==> src/rtl/dmem_arbiter_pkg.sv <==
// Shared types and widths for the data-memory arbiter (dmem_arbiter, dmem_arb_pick).
package dmem_arbiter_pkg;

  localparam int unsigned WD_SIZE      = 32;
  localparam int unsigned ARB_CNT_SIZE = 4;
  localparam int unsigned PERF_SIZE    = 32;

  localparam logic [ARB_CNT_SIZE-1:0] ARB_CNT_MAX = '1;

  typedef enum logic {
    ARB_IDLE,
    ARB_RD_BUSY
  } arb_state_e;

  typedef enum logic {
    ARB_OWNER_MEM,
    ARB_OWNER_AUX
  } arb_owner_e;

  // One requester's access fields, muxed onto the dmem port on grant.
  typedef struct packed {
    logic               we;
    logic [WD_SIZE-1:0] addr;
    logic [WD_SIZE-1:0] wr_data;
    logic [WD_SIZE-1:0] wr_keep;
  } arb_req_t;

endpackage

==> src/rtl/dmem_arb_pick.sv <==
// Priority pick between MEM and aux with a saturating starvation counter for aux.
module dmem_arb_pick
  import dmem_arbiter_pkg::*;
#(
  parameter int unsigned AUX_MAX_WAIT = 4
) (
  input  logic clk,
  input  logic reset,
  input  logic eligible_i,
  input  logic mem_req_i,
  input  logic aux_req_i,
  input  logic mem_blocked_i,
  output logic mem_gnt_o,
  output logic aux_gnt_o
);

  logic [ARB_CNT_SIZE-1:0] starve_q, starve_d;
  logic                    aux_wins;

  always_comb begin
    aux_wins  = aux_req_i & (~mem_req_i | mem_blocked_i |
                             (starve_q >= ARB_CNT_SIZE'(AUX_MAX_WAIT)));
    aux_gnt_o = eligible_i & aux_wins;
    mem_gnt_o = eligible_i & mem_req_i & ~mem_blocked_i & ~aux_wins;

    starve_d = starve_q;
    if (!aux_req_i || aux_gnt_o) begin
      starve_d = '0;
    end else if (eligible_i && (starve_q != ARB_CNT_MAX)) begin
      starve_d = starve_q + ARB_CNT_SIZE'(1);
    end
  end

  always_ff @(posedge clk) begin
    if (reset) begin
      starve_q <= '0;
    end else begin
      starve_q <= starve_d;
    end
  end

endmodule

==> src/rtl/dmem_arbiter.sv <==
// Two-requester arbiter for the single-port dmem: fixed-latency reads, posted writes, pipeline stall.
// Optional DMEM_ARB_PERF_EN adds saturating stall-cycle and aux-grant counters.
module dmem_arbiter
  import dmem_arbiter_pkg::*;
#(
  parameter int unsigned MEM_LATENCY  = 2,
  parameter int unsigned AUX_MAX_WAIT = 4
) (
  input  logic               clk,
  input  logic               reset,
  input  logic               mem_req_i,
  input  logic               mem_we_i,
  input  logic [WD_SIZE-1:0] mem_addr_i,
  input  logic [WD_SIZE-1:0] mem_wr_data_i,
  input  logic [WD_SIZE-1:0] mem_wr_keep_i,
  output logic               mem_gnt_o,
  output logic               mem_rvalid_o,
  output logic [WD_SIZE-1:0] mem_rdata_o,
  input  logic               aux_req_i,
  input  logic               aux_we_i,
  input  logic [WD_SIZE-1:0] aux_addr_i,
  input  logic [WD_SIZE-1:0] aux_wr_data_i,
  input  logic [WD_SIZE-1:0] aux_wr_keep_i,
  output logic               aux_gnt_o,
  output logic               aux_rvalid_o,
  output logic [WD_SIZE-1:0] aux_rdata_o,
  output logic               dmem_op_en_o,
  output logic               dmem_rd_wr_o,
  output logic [WD_SIZE-1:0] dmem_addr_o,
  output logic [WD_SIZE-1:0] dmem_wr_data_o,
  output logic [WD_SIZE-1:0] dmem_wr_keep_o,
  input  logic [WD_SIZE-1:0] dmem_rd_data_i,
  output logic               stall_proc_o
`ifdef DMEM_ARB_PERF_EN
  ,
  output logic [PERF_SIZE-1:0] perf_stall_cnt_o,
  output logic [PERF_SIZE-1:0] perf_aux_grant_cnt_o
`endif
);

  arb_state_e              state_q, state_d;
  arb_owner_e              owner_q, owner_d;
  logic [ARB_CNT_SIZE-1:0] cnt_q, cnt_d;
  logic                    final_busy, eligible, mem_blocked;
  logic                    gnt_mem, gnt_aux;
  arb_req_t                mem_fields, aux_fields, sel_fields;

  // The stalled MEM stage still presents the old load in its own final busy cycle.
  always_comb begin
    final_busy  = (state_q == ARB_RD_BUSY) && (cnt_q == ARB_CNT_SIZE'(1));
    eligible    = !reset && ((state_q == ARB_IDLE) || final_busy);
    mem_blocked = final_busy && (owner_q == ARB_OWNER_MEM);
  end

  dmem_arb_pick #(
    .AUX_MAX_WAIT(AUX_MAX_WAIT)
  ) u_pick (
    .clk          (clk),
    .reset        (reset),
    .eligible_i   (eligible),
    .mem_req_i    (mem_req_i),
    .aux_req_i    (aux_req_i),
    .mem_blocked_i(mem_blocked),
    .mem_gnt_o    (gnt_mem),
    .aux_gnt_o    (gnt_aux)
  );

  always_comb begin
    mem_fields = '{we: mem_we_i, addr: mem_addr_i, wr_data: mem_wr_data_i, wr_keep: mem_wr_keep_i};
    aux_fields = '{we: aux_we_i, addr: aux_addr_i, wr_data: aux_wr_data_i, wr_keep: aux_wr_keep_i};
    sel_fields = gnt_aux ? aux_fields : mem_fields;
  end

  // Next-state and outputs.
  always_comb begin
    state_d = state_q;
    owner_d = owner_q;
    cnt_d   = cnt_q;

    mem_gnt_o      = gnt_mem;
    aux_gnt_o      = gnt_aux;
    dmem_op_en_o   = gnt_mem | gnt_aux;
    dmem_rd_wr_o   = sel_fields.we;
    dmem_addr_o    = sel_fields.addr;
    dmem_wr_data_o = sel_fields.wr_data;
    dmem_wr_keep_o = sel_fields.wr_keep;
    mem_rvalid_o   = !reset && final_busy && (owner_q == ARB_OWNER_MEM);
    aux_rvalid_o   = !reset && final_busy && (owner_q == ARB_OWNER_AUX);
    mem_rdata_o    = dmem_rd_data_i;
    aux_rdata_o    = dmem_rd_data_i;

    // A granted MEM load also stalls: its data is not back until MEM_LATENCY cycles later.
    stall_proc_o = !reset &&
                   ((mem_req_i && !gnt_mem && !mem_rvalid_o) ||
                    (gnt_mem && !mem_we_i) ||
                    ((state_q == ARB_RD_BUSY) && (owner_q == ARB_OWNER_MEM) && !mem_rvalid_o));

    if (state_q == ARB_RD_BUSY) begin
      cnt_d = cnt_q - ARB_CNT_SIZE'(1);
      if (final_busy) begin
        state_d = ARB_IDLE;
      end
    end

    if ((gnt_mem || gnt_aux) && !sel_fields.we) begin
      state_d = ARB_RD_BUSY;
      owner_d = gnt_aux ? ARB_OWNER_AUX : ARB_OWNER_MEM;
      cnt_d   = ARB_CNT_SIZE'(MEM_LATENCY);
    end
  end

  always_ff @(posedge clk) begin
    if (reset) begin
      state_q <= ARB_IDLE;
      owner_q <= ARB_OWNER_MEM;
      cnt_q   <= '0;
    end else begin
      state_q <= state_d;
      owner_q <= owner_d;
      cnt_q   <= cnt_d;
    end
  end

`ifdef DMEM_ARB_PERF_EN
  logic [PERF_SIZE-1:0] perf_stall_q, perf_aux_q;

  always_ff @(posedge clk) begin
    if (reset) begin
      perf_stall_q <= '0;
      perf_aux_q   <= '0;
    end else begin
      if (stall_proc_o && (perf_stall_q != '1)) begin
        perf_stall_q <= perf_stall_q + PERF_SIZE'(1);
      end
      if (gnt_aux && (perf_aux_q != '1)) begin
        perf_aux_q <= perf_aux_q + PERF_SIZE'(1);
      end
    end
  end

  assign perf_stall_cnt_o     = perf_stall_q;
  assign perf_aux_grant_cnt_o = perf_aux_q;
`endif

endmodule

==> config.mk <==
export PLATFORM = sky130hd
export DESIGN_NAME = dmem_arbiter
export DESIGN_NICKNAME = d
export VERILOG_FILES = /design/src/rtl/dmem_arbiter_pkg.sv /design/src/rtl/dmem_arb_pick.sv /design/src/rtl/dmem_arbiter.sv
export SDC_FILE = /design/constraint.sdc
export NUM_CORES = 1
export LEC_CHECK = 0
export CORE_AREA = 5 5 151 153
export DETAILED_ROUTE_END_ITERATION = 10
export DIE_AREA = 0 0 156 158
export GPL_TIMING_DRIVEN = 1
export MAX_ROUTING_LAYER = met4
export PLACE_DENSITY_LB_ADDON = 0.2
export SYNTH_ARGS = -nofsm -noshare
export SYNTH_HDL_FRONTEND = slang
export SYNTH_SLANG_ARGS = --single-unit
==> constraint.sdc <==
create_clock -name clk -period 4.02 [get_ports clk]
set_clock_uncertainty 0.1 [all_clocks]
set_input_delay 0.804 -clock clk [delete_from_list [all_inputs] [get_ports clk]]
set_output_delay 0.804 -clock clk [all_outputs]
set_load 0.05 [all_outputs]
==> results.toml <==
[timing]
tns_ns = 0
period_needed_ns = 3.61
rsz0062_at_grt = "false"
min_period_over_period_pct = 89.9
worst_pin_slew_ns = 0.512
whs_ns = 0.428
relSlewSlack_pct = 65.8
fmax_ghz = 0.277
maxSlewViolCount = 0
hold_violations = 0
setup_viol = 0

[cells_and_area]
fillers = 2251
syn_to_final_growth_pct = 100
finalNetCount = 714
drive_gt1_share_pct = 43.0
multi_input_comb_area_um2 = 1840
register_area_um2 = 200

[floorplan]
die-area_um2 = 24600
io_pins = 397
rows = 54
die_w_um = 156
die_h_um = 158
core_area_um2 = 21400
initial_utilization_pct = 12.5

[synthesis]
synth.top_cell.area_share_pct = 54.5
synth_top_family_by_area = "multiplexers"
async_flop_share_pct = 0
synth-edff-count = 0
synth_nets = 481
synth.distinct_cells = 35
synth-main-ff-cell = "dfxtp_1"
synth_xor_area_share_pct = 1.31
netlist_instances = 248
ys_top_cells_by_count = "mux2_4, buf_4, buf_6"
synth_area_leaders = "mux2_4, buf_4, dfxtp_1"
synth-compound-area-share_pct = 5.76
yosysSeqAreaShare_pct = 7.49
synth_most_common_cell = "mux2_4"
synth_area_um2 = 2670
ys_ff_latch = 10
synthSimpleGateAreaFrac_pct = 5.33
synthMuxAreaShare_pct = 54.8
yosysTopAreaCell = "mux2_4"
avgSynthCellArea_um2 = 10.8
synthAdderAreaFrac_pct = 1.40
yosysWarnings = 0

[global_route]
grt_overflow_total = 0
grt_pass1_wl_um = 19100
antenna_found_initial = 1
grt.total_usage_pct = 10.6
grt_max_degree = 40
grt_pass1_vias = 2786

[worst_setup_path]
ff2ff_setup_slack_ns = 1.80
crit_fanout = 18
critPathLaunchType = "input pin"
worstPathArrival_ns = 2.71
max_stage_delay_ns = 0.57
worstSetupEndpointType = "primary output"
reg2regPathDepth = 6
r2r_end = "cnt_q[1]"
r2r-start = "state_q"
required_ns = 3.12
crit_type = "input pin to primary output"
cp_cell_sequence = "clkdlybuf4s50_1 > o211ai_2 > nand4_1 > buf_12 > buf_4 > mux2_4 > buf_4"
critical_path.most_common_cell = "buf_4"
critPathSlowestCell = "clkdlybuf4s50_1"
crit_path_start = "mem_req_i"

[clock_tree]
htreeDepth = 1
cts_buffers = 3
clk_latency_ns = 0.23
ctsHoldBuffers = 0
cts_tree = "built"
post-cts-setup-buffer-count = 0
path_clk_slew_ns = 0.04
clkSinkCount = 10
cts_buffer_depth = 2
cts_root_buf = "clkbuf_16"
post_cts_resized = 0

[route]
drc = 0
dr_total_vias = 2704
first_pass_iters = 4
wirelength_um = 14800
drt_iter0_markers = 117
viasPerCell = 3.55
ant_nets = 0
wl_per_cell_um = 19.4

[hold_path]
hp-start = "u_pick.starve_q[3]"
worst_hold_path.endpoint = "u_pick.starve_q[3]"
whs_path_depth = 2
hold_class = "flop to flop"

[pwr]
p_leak_nw = 2.49
peakVddDrop_mv = 0.145
powerDensity_nw_per_um2 = 208

[placement]
gp_congestion = 0.851
io_buffers = 300
hpwl_um = 13200

[run]
drv_cap = 0

[run_status]
outcome = "finished clean"
registers in the layout, indices dropped and copies added, names as in the netlist:
| name | flops |
|---|---|
| owner_q | 1 |
| u_pick.starve_q | 4 |
| cnt_q | 4 |
| state_q | 1 |
cells in the final DEF (no fill, tap or decap), types with 2 or more instances in the layout:
master	netlist	layout
o21ai_0	2	2
nor3_1	6	6
nor2_1	7	7
ha_1	3	3
or3_1	2	2
buf_12	0	5
dfxtp_1	10	10
buf_4	64	98
a21o_1	2	2
xnor2_1	3	3
mux2_4	97	97
o221ai_1	2	2
a21oi_1	6	6
diode_2	0	2
clkbuf_16	0	3
a211oi_1	2	2
nand2_1	4	4
clkdlybuf4s50_1	0	202
inv_1	7	7
power by group:
part	internal, W	switching, W	total [W]
clock	0.000129	0.0000434	0.000172
combinational	0.000402	0.000422	0.000824
sequential	0.000107	0.0000102	0.000117
how the worst max path moves through the flow:
stage / endpoint / slack (ns) / cells past startpoint
after floorplan: mem_gnt_o / 0.86 / 3
after global placement: stall_proc_o / 0.42 / 6
after detailed placement: dmem_wr_data_o[4] / 0.41 / 7
after CTS: dmem_addr_o[8] / 0.41 / 7
after global routing: dmem_wr_data_o[4] / 0.33 / 7
final: dmem_wr_data_o[4] / 0.41 / 7
logic make-up after synthesis:
family | count (synthesis)
multiplexers | 98
XOR/XNOR | 4
AND/OR/NAND/NOR | 27
buffers and inverters | 84
flip-flops | 10
adder cells (fa/ha/maj) | 3
AO/OA/AOI/OAI | 22
metal layers:
layer	track usage, %	vias to the layer above	share of wire [%]
li1	-	1287	-
met1	12.1	1224	37
met2	18.1	182	50
met3	3.85	11	11
met4	1.50	0	1.0
met5	-	-	0
area by class of cell:
class / instances / area share [%]
timing repair buffer: 305 / 53.4
multi-input combinational: 154 / 34.3
tap: 280 / 6.55
sequential: 10 / 3.74
clock buffer: 3 / 1.40
inverter: 7 / 0.491
antenna: 2 / 0.0935
per-stage QoR:
step	util, %	instances	worst slack (ns)	power (W)	area [um2]
CTS	25.0	759	0.407	0.00112	5350
floorplan	-	248	0.865	0.000777	2670
finish	25.0	761	0.408	0.00111	5350
detailed placement	24.6	756	0.414	0.000948	5270
global placement	24.6	756	0.420	0.000948	5270
global route	25.0	760	0.332	0.00116	5350
critical path: cells and delay by family:
family	cells	cell delay (ns)
AO/OA/AOI/OAI	1	0.13
AND/OR/NAND/NOR	1	0.17
buffers and inverters	4	1.24
multiplexers	1	0.34
(Power assumes the default switching activity.)
